[src/rtl/dcache_refill_engine_if.sv]
// Bundle of the controller-side repair handshake, cache block write port and memory read port
// as seen by dcache_refill_engine.
interface dcache_refill_engine_if #(
  parameter int unsigned ADDR_W  = 32,
  parameter int unsigned BLOCK_W = 1024,
  parameter int unsigned MEM_W   = 32
);
  logic                   read_repair_request;
  logic [ADDR_W-1:0]      missed_addr;
  logic                   waddr_valid;
  logic [ADDR_W-1:0]      waddr;
  logic [BLOCK_W-1:0]     wdata;
  logic [BLOCK_W/8-1:0]   wmask;
  logic                   repair_resolved;
  logic                   mem_req_valid;
  logic                   mem_req_ready;
  logic [ADDR_W-1:0]      mem_req_addr;
  logic                   mem_rsp_valid;
  logic [MEM_W-1:0]       mem_rsp_data;
  logic                   busy;

  // Refill engine side.
  modport master (
    input  read_repair_request,
    input  missed_addr,
    input  mem_req_ready,
    input  mem_rsp_valid,
    input  mem_rsp_data,
    output waddr_valid,
    output waddr,
    output wdata,
    output wmask,
    output repair_resolved,
    output mem_req_valid,
    output mem_req_addr,
    output busy
  );

  // Controller / memory side.
  modport slave (
    output read_repair_request,
    output missed_addr,
    output mem_req_ready,
    output mem_rsp_valid,
    output mem_rsp_data,
    input  waddr_valid,
    input  waddr,
    input  wdata,
    input  wmask,
    input  repair_resolved,
    input  mem_req_valid,
    input  mem_req_addr,
    input  busy
  );
endinterface

[src/rtl/dcache_refill_engine.sv]
// dCache miss-repair responder: fetches a missing block as word beats from memory, writes it
// back to the cache with a full mask and pulses repair_resolved.
module dcache_refill_engine #(
  parameter int unsigned ADDR_W          = 32,
  parameter int unsigned BLOCK_W         = 1024,
  parameter int unsigned MEM_W           = 32,
  parameter int unsigned MAX_OUTSTANDING = 4
) (
  input logic                    clk,
  input logic                    rst,
  dcache_refill_engine_if.master bus
);

  localparam int unsigned BEATS      = BLOCK_W / MEM_W;
  localparam int unsigned CNT_W      = $clog2(BEATS + 1);
  localparam int unsigned OUT_W      = $clog2(MAX_OUTSTANDING + 1);
  localparam int unsigned BLK_OFF_W  = $clog2(BLOCK_W / 8);
  localparam int unsigned BEAT_OFF_W = $clog2(MEM_W / 8);
  localparam int unsigned MASK_W     = BLOCK_W / 8;

  typedef enum logic [2:0] {
    StIdle,
    StFetch,
    StWrite,
    StResolve,
    StDrain
  } state_e;

  state_e               state_q, state_d;
  logic [ADDR_W-1:0]    base_q, base_d;
  logic [ADDR_W-1:0]    addr_q, addr_d;
  logic [BLOCK_W-1:0]   buf_q, buf_d;
  logic [MASK_W-1:0]    wmask_q, wmask_d;
  logic [CNT_W-1:0]     req_cnt_q, req_cnt_d;
  logic [CNT_W-1:0]     rsp_cnt_q, rsp_cnt_d;
  logic [OUT_W-1:0]     outst_q, outst_d;

  logic capture;
  logic req_valid;
  logic req_fire;
  logic rsp_fire;
  logic last_rsp;
  logic waddr_valid;
  logic resolved;

  assign capture  = (state_q == StIdle) && bus.read_repair_request;
  assign req_fire = req_valid && bus.mem_req_ready;
  // Responses are only meaningful while fetching and something is actually in flight.
  assign rsp_fire = (state_q == StFetch) && bus.mem_rsp_valid && (outst_q != '0) &&
                    (rsp_cnt_q < CNT_W'(BEATS));
  assign last_rsp = rsp_fire && (rsp_cnt_q == CNT_W'(BEATS - 1));

  // FSM next state and decoded outputs.
  always_comb begin
    state_d     = state_q;
    req_valid   = 1'b0;
    waddr_valid = 1'b0;
    resolved    = 1'b0;
    unique case (state_q)
      StIdle: begin
        if (bus.read_repair_request) state_d = StFetch;
      end
      StFetch: begin
        req_valid = (req_cnt_q < CNT_W'(BEATS)) && (outst_q < OUT_W'(MAX_OUTSTANDING));
        if (last_rsp) state_d = StWrite;
      end
      StWrite: begin
        waddr_valid = 1'b1;
        state_d     = StResolve;
      end
      StResolve: begin
        resolved = 1'b1;
        state_d  = StDrain;
      end
      StDrain: begin
        // Hold off until the level request drops so it cannot re-trigger a refill.
        if (!bus.read_repair_request) state_d = StIdle;
      end
      default: state_d = StIdle;
    endcase
  end

  always_ff @(posedge clk or negedge rst) begin
    if (!rst) begin
      state_q <= StIdle;
    end else begin
      state_q <= state_d;
    end
  end

  // Capture, beat counters, in-flight tracking and block assembly.
  always_comb begin
    base_d    = base_q;
    addr_d    = addr_q;
    buf_d     = buf_q;
    wmask_d   = wmask_q;
    req_cnt_d = req_cnt_q;
    rsp_cnt_d = rsp_cnt_q;
    outst_d   = outst_q;
    if (capture) begin
      base_d    = {bus.missed_addr[ADDR_W-1:BLK_OFF_W], {BLK_OFF_W{1'b0}}};
      addr_d    = bus.missed_addr;
      buf_d     = '0;
      wmask_d   = '0;
      req_cnt_d = '0;
      rsp_cnt_d = '0;
      outst_d   = '0;
    end else begin
      if (req_fire) req_cnt_d = req_cnt_q + CNT_W'(1);
      if (rsp_fire) begin
        rsp_cnt_d = rsp_cnt_q + CNT_W'(1);
        for (int unsigned b = 0; b < BEATS; b++) begin
          if (rsp_cnt_q == CNT_W'(b)) buf_d[b*MEM_W +: MEM_W] = bus.mem_rsp_data;
        end
      end
      unique case ({req_fire, rsp_fire})
        2'b10:   outst_d = outst_q + OUT_W'(1);
        2'b01:   outst_d = outst_q - OUT_W'(1);
        default: outst_d = outst_q;
      endcase
      if (last_rsp) wmask_d = '1;
    end
  end

  always_ff @(posedge clk or negedge rst) begin
    if (!rst) begin
      base_q    <= '0;
      addr_q    <= '0;
      buf_q     <= '0;
      wmask_q   <= '0;
      req_cnt_q <= '0;
      rsp_cnt_q <= '0;
      outst_q   <= '0;
    end else begin
      base_q    <= base_d;
      addr_q    <= addr_d;
      buf_q     <= buf_d;
      wmask_q   <= wmask_d;
      req_cnt_q <= req_cnt_d;
      rsp_cnt_q <= rsp_cnt_d;
      outst_q   <= outst_d;
    end
  end

  assign bus.waddr_valid     = waddr_valid;
  assign bus.repair_resolved = resolved;
  assign bus.busy            = (state_q != StIdle);
  assign bus.mem_req_valid   = req_valid;
  assign bus.mem_req_addr    = (state_q == StFetch) ?
                               base_q + (ADDR_W'(req_cnt_q) << BEAT_OFF_W) : '0;
  // Write port reflects the buffer and captured address; they hold through RESOLVE.
  assign bus.waddr           = addr_q;
  assign bus.wdata           = buf_q;
  assign bus.wmask           = wmask_q;

endmodule

[src/flat_wrapper.sv]
// flat-port wrapper written by rule: the top's interface ports become plain ports
module dcache_refill_engine_flat 
#(
  parameter int unsigned ADDR_W          = 32,
  parameter int unsigned BLOCK_W         = 1024,
  parameter int unsigned MEM_W           = 32,
  parameter int unsigned MAX_OUTSTANDING = 4
)
  (clk, rst, bus_read_repair_request, bus_missed_addr, bus_mem_req_ready, bus_mem_rsp_valid, bus_mem_rsp_data, bus_waddr_valid, bus_waddr, bus_wdata, bus_wmask, bus_repair_resolved, bus_mem_req_valid, bus_mem_req_addr, bus_busy);
  dcache_refill_engine_if #(.ADDR_W(ADDR_W), .BLOCK_W(BLOCK_W), .MEM_W(MEM_W)) bus_i ();
  input logic clk;
  input logic rst;
  input wire logic [$bits(bus_i.read_repair_request)-1:0] bus_read_repair_request;
  input wire logic [$bits(bus_i.missed_addr)-1:0] bus_missed_addr;
  input wire logic [$bits(bus_i.mem_req_ready)-1:0] bus_mem_req_ready;
  input wire logic [$bits(bus_i.mem_rsp_valid)-1:0] bus_mem_rsp_valid;
  input wire logic [$bits(bus_i.mem_rsp_data)-1:0] bus_mem_rsp_data;
  output wire logic [$bits(bus_i.waddr_valid)-1:0] bus_waddr_valid;
  output wire logic [$bits(bus_i.waddr)-1:0] bus_waddr;
  output wire logic [$bits(bus_i.wdata)-1:0] bus_wdata;
  output wire logic [$bits(bus_i.wmask)-1:0] bus_wmask;
  output wire logic [$bits(bus_i.repair_resolved)-1:0] bus_repair_resolved;
  output wire logic [$bits(bus_i.mem_req_valid)-1:0] bus_mem_req_valid;
  output wire logic [$bits(bus_i.mem_req_addr)-1:0] bus_mem_req_addr;
  output wire logic [$bits(bus_i.busy)-1:0] bus_busy;
  assign bus_i.read_repair_request = bus_read_repair_request;
  assign bus_i.missed_addr = bus_missed_addr;
  assign bus_i.mem_req_ready = bus_mem_req_ready;
  assign bus_i.mem_rsp_valid = bus_mem_rsp_valid;
  assign bus_i.mem_rsp_data = bus_mem_rsp_data;
  assign bus_waddr_valid = bus_i.waddr_valid;
  assign bus_waddr = bus_i.waddr;
  assign bus_wdata = bus_i.wdata;
  assign bus_wmask = bus_i.wmask;
  assign bus_repair_resolved = bus_i.repair_resolved;
  assign bus_mem_req_valid = bus_i.mem_req_valid;
  assign bus_mem_req_addr = bus_i.mem_req_addr;
  assign bus_busy = bus_i.busy;
  dcache_refill_engine #(.ADDR_W(ADDR_W), .BLOCK_W(BLOCK_W), .MEM_W(MEM_W), .MAX_OUTSTANDING(MAX_OUTSTANDING)) u_core (.clk(clk), .rst(rst), .bus(bus_i));
endmodule
[config.mk]
export PLATFORM = sky130hd
export DESIGN_NAME = dcache_refill_engine_flat
export DESIGN_NICKNAME = d
export VERILOG_FILES = /design/src/rtl/dcache_refill_engine_if.sv /design/src/rtl/dcache_refill_engine.sv /design/src/flat_wrapper.sv
export SDC_FILE = /design/constraint.sdc
export NUM_CORES = 1
export LEC_CHECK = 0
export BUFFER_PORTS_ARGS = -buffer_cell sky130_fd_sc_hd__buf_2
export CAP_MARGIN = 30
export CORE_AREA = 2 2 497 499
export DETAILED_ROUTE_END_ITERATION = 16
export DIE_AREA = 0 0 499 501
export PLACE_DENSITY = 0.34
export SLEW_MARGIN = 0
export SYNTH_ARGS = -nofsm -noshare
export SYNTH_HDL_FRONTEND = slang
export SYNTH_SLANG_ARGS = --single-unit
[constraint.sdc]
create_clock -name clk -period 3.3 [get_ports clk]
set_input_delay 0 -clock clk [delete_from_list [all_inputs] [get_ports clk]]
set_output_delay 0 -clock clk [all_outputs]
set_load 0.03 [all_outputs]
==> impl_metrics.tcl <==
set metrics [dict create \
    status "finished clean" \
    slew_headroom_pct 37.4 \
    cts_htree_levels 4 \
    overflow 0 \
    dr.pass1.iters 5 \
    synth_area_sq_um 42000 \
    cts_tree "yes" \
    synth.mux.area_fraction_pct 0.0715 \
    grt_pass1_vias 35200 \
    end_kind "primary output" \
    synth-simple-area-share_pct 16.0 \
    drc 0 \
    track_usage_pct 17.7 \
    crit_buf_inv 1 \
    synthAdderAreaFrac_pct 0.286 \
    hold_violations 0 \
    clock_latency_ps 790 \
    min_period_ps 3120 \
    grt_pass1_wl_microns 309000 \
    worst_slack_ps 177 \
    ir_drop_mv 0.423 \
    fp.coreArea_sq_um 245000 \
    wire_per_inst_microns 26.5 \
    synth_compound_area_share_pct 12.7 \
    final_area_sq_um 57900 \
    post-route-period-util_pct 94.6 \
    crit_chain "nand4_2, or4_4, or4_1, a21oi_1, buf_2" \
    cts_sinks 1075 \
    cts.path.max_buffers 3 \
    ys_warn_count 0 \
    port_buffers 1286 \
    worstPathArrival_ps 3120 \
    drt_iter0_markers 2439 \
    power.density_nw_per_um2 736 \
    synth_edf_count 0 \
    synth-seq-cells 1075 \
    synth_top_flop_cell "dfrtp_1" \
    tightest_slew_ps 938 \
    met3RoutedLength_microns 21300 \
    crit_slowest_cell "or4_4" \
    drive_gt1_share_pct 31.6 \
    dieArea_sq_um 250000 \
    async_flop_share_pct 100 \
    placed_cell_area_sq_um 51900 \
    leakagePower_uw 0.0289 \
    synth_top_area_share_pct 64.1 \
    wirelength_microns 228000 \
    synthTopCellsByArea "dfrtp_1 (64%), o21ai_0 (12%), nand3_1 (12%)" \
    synthTopCellsByCount "dfrtp_1 (1075), o21ai_0 (1033), nand3_1 (974)" \
    gp_congestion 0.772 \
    routed.top_layer "met5" \
    pre_cts_slack_ps 727 \
    synth-xor-area-share_pct 0.417 \
    setup_viol 0 \
    wl_met2_microns 103000 \
    critical_path.top_delay_family "simple AND/OR/NAND/NOR gates" \
    rows 182 \
    synth_seq_area_share_pct 64.1 \
    required_ps 3300 \
    synth_top_family_by_area "simple AND/OR/NAND/NOR gates" \
    ant_nets 0 \
    syn_inst 4119 \
    rsz0062_at_grt "no" \
    vias_per_cell 4.16 \
    clock_skew_ps 38.9 \
    dieHeight_microns 501 \
    critPathKind "reg -> out" \
    tns_ps 0 \
    drv_slew 0 \
    cts.reportedPaths.clkPinSlew_ps 60 \
    avgSynthCellArea_sq_um 10.2 \
    yosys.cell_types.count 40 \
    grt_max_degree 148 \
    fin_nets 5323 \
    cp_slowest_stage_delay_ps 670 \
    yosysTopAreaCell "dfrtp_1" \
    final_util_pct 23.6 \
    drt-met1-wl_microns 94600 \
    floorplan.io_pins 1289 \
    die_x_microns 499 \
    dp_hpwl_microns 156000 \
    synth_most_common_cell "dfrtp_1" \
    syn_to_final_growth_pct 37.8 \
    initial_utilization_pct 17.2 \
    clock.fmax_ghz 0.320 \
    worst-path-max-fanout 16 \
    fill_cells 26700 \
    drv_cap 0 \
    num_vias 35700 \
    hold_path_class "in -> async" \
    cts_made_buffers 139 \
    cts-root-buf "clkbuf_16" \
    start_kind "flop" \
    antenna_found_initial 45 \
]
worst reg2reg max path, stage by stage (launching register included):
cell and delay (ps):
dfrtp_1 420, nand2b_1 210, nor3_2 160, buf_4 400, nand2_1 110, dlygate4sd3_1 560
o21ai_0 60, dlygate4sd3_1 560
flip-flops by register name (all words and copies together) (netlist names):
name	flops
u_core.state_q	3
u_core.bus.waddr	32
u_core.outst_q	3
u_core.bus.wdata	1024
u_core.req_cnt_q	6
u_core.rsp_cnt_q	6
u_core.bus.wmask	1
power breakdown:
group          total [uW]  switching (uW)  internal [uW]
combinational       11100            8420           2710
clock               15200            6370           8800
sequential          16300            1210          15100
path summary, 6_finish.rpt:
kind / from / to / slack (ps) / depth (start not counted)
min reg2reg: u_core.bus.waddr[3] / u_core.bus.waddr[3] / 480 / 2
max reg2reg: u_core.state_q[0] / u_core.bus.waddr[19] / 740 / 7
min: rst / u_core.bus.wdata[166] / 130 / 3
min in group clk: bus_mem_rsp_data[7] / u_core.bus.wdata[711] / 130 / 4
max: u_core.bus.waddr[16] / bus_mem_req_addr[26] / 180 / 5
max in group asynchronous: rst / u_core.bus.wdata[159] / 2350 / 4
kinds of logic (layout without fill, tap and decap cells):
family	count (synthesis)	in the layout
muxes	3	3
adders and majority gates	9	9
AOI/OAI and AO/OA	1058	1058
buffers and inverters	582	1810
and+or+nand+nor	1371	1371
xor gates and xnor gates	20	20
other	1	15
DFF	1075	1075
placed cells by master, fill, tap and decap left out, types with 4 or more instances in the layout:
master,instances
dfrtp_1,1074
nand2_1,229
dlygate4sd3_1,135
nand3_1,974
inv_6,4
or4_1,7
nor3b_1,5
inv_1,4
buf_2,1285
nor2_1,25
diode_2,13
ha_1,8
buf_4,71
clkbuf_8,32
nand4_1,40
and2_1,9
nand2_2,8
o31ai_1,6
clkbuf_1,30
o21ai_0,1033
nor3_1,6
buf_12,69
clkinvlp_4,5
and3_1,4
and3b_1,6
clkinv_8,4
xnor2_1,6
clkinv_2,19
nand2_4,25
clkbuf_16,140
or3_1,9
a21oi_1,14
xor2_1,14
metrics by stage:
stage,total power [uW],cells,hold WS [ps]
after floorplan,22700,4120,-296
after global placement,27600,8188,92.6
after detailed placement,27700,8188,95.6
after CTS,43400,8568,43.3
after global routing,44700,8570,90.6
final,42600,8581,126
final cells by class:
class	instances	area (sq um)	area share, %
Sequential cell	1075	26900	46.5
Tap cell	3220	4030	6.96
Clock inverter	42	459	0.794
Timing Repair Buffer	1562	9740	16.8
Inverter	4	15.0	0.0259
Clock buffer	202	4060	7.01
Multi-Input combinational cell	2463	12600	21.8
Antenna cell	13	32.5	0.0562
what timing repair did:
| action | 4_1_cts | 5_1_grt |
|---|---|---|
| setup endpoints to repair | 2 | 2 |
| hold endpoints to repair | 1448 | 0 |
| hold buffers | 136 | 0 |
| setup buffers | 0 | 0 |
| gates resized for setup | 1 | 2 |
| cloned | 0 | 0 |
metal layers:
layer  GRT usage (%)  vias up
met4            6.53        2
met5               0        -
met3            6.77      296
met2            27.6     1361
li1                -    16500
met1            22.0    17500
(Power assumes the default switching activity.)
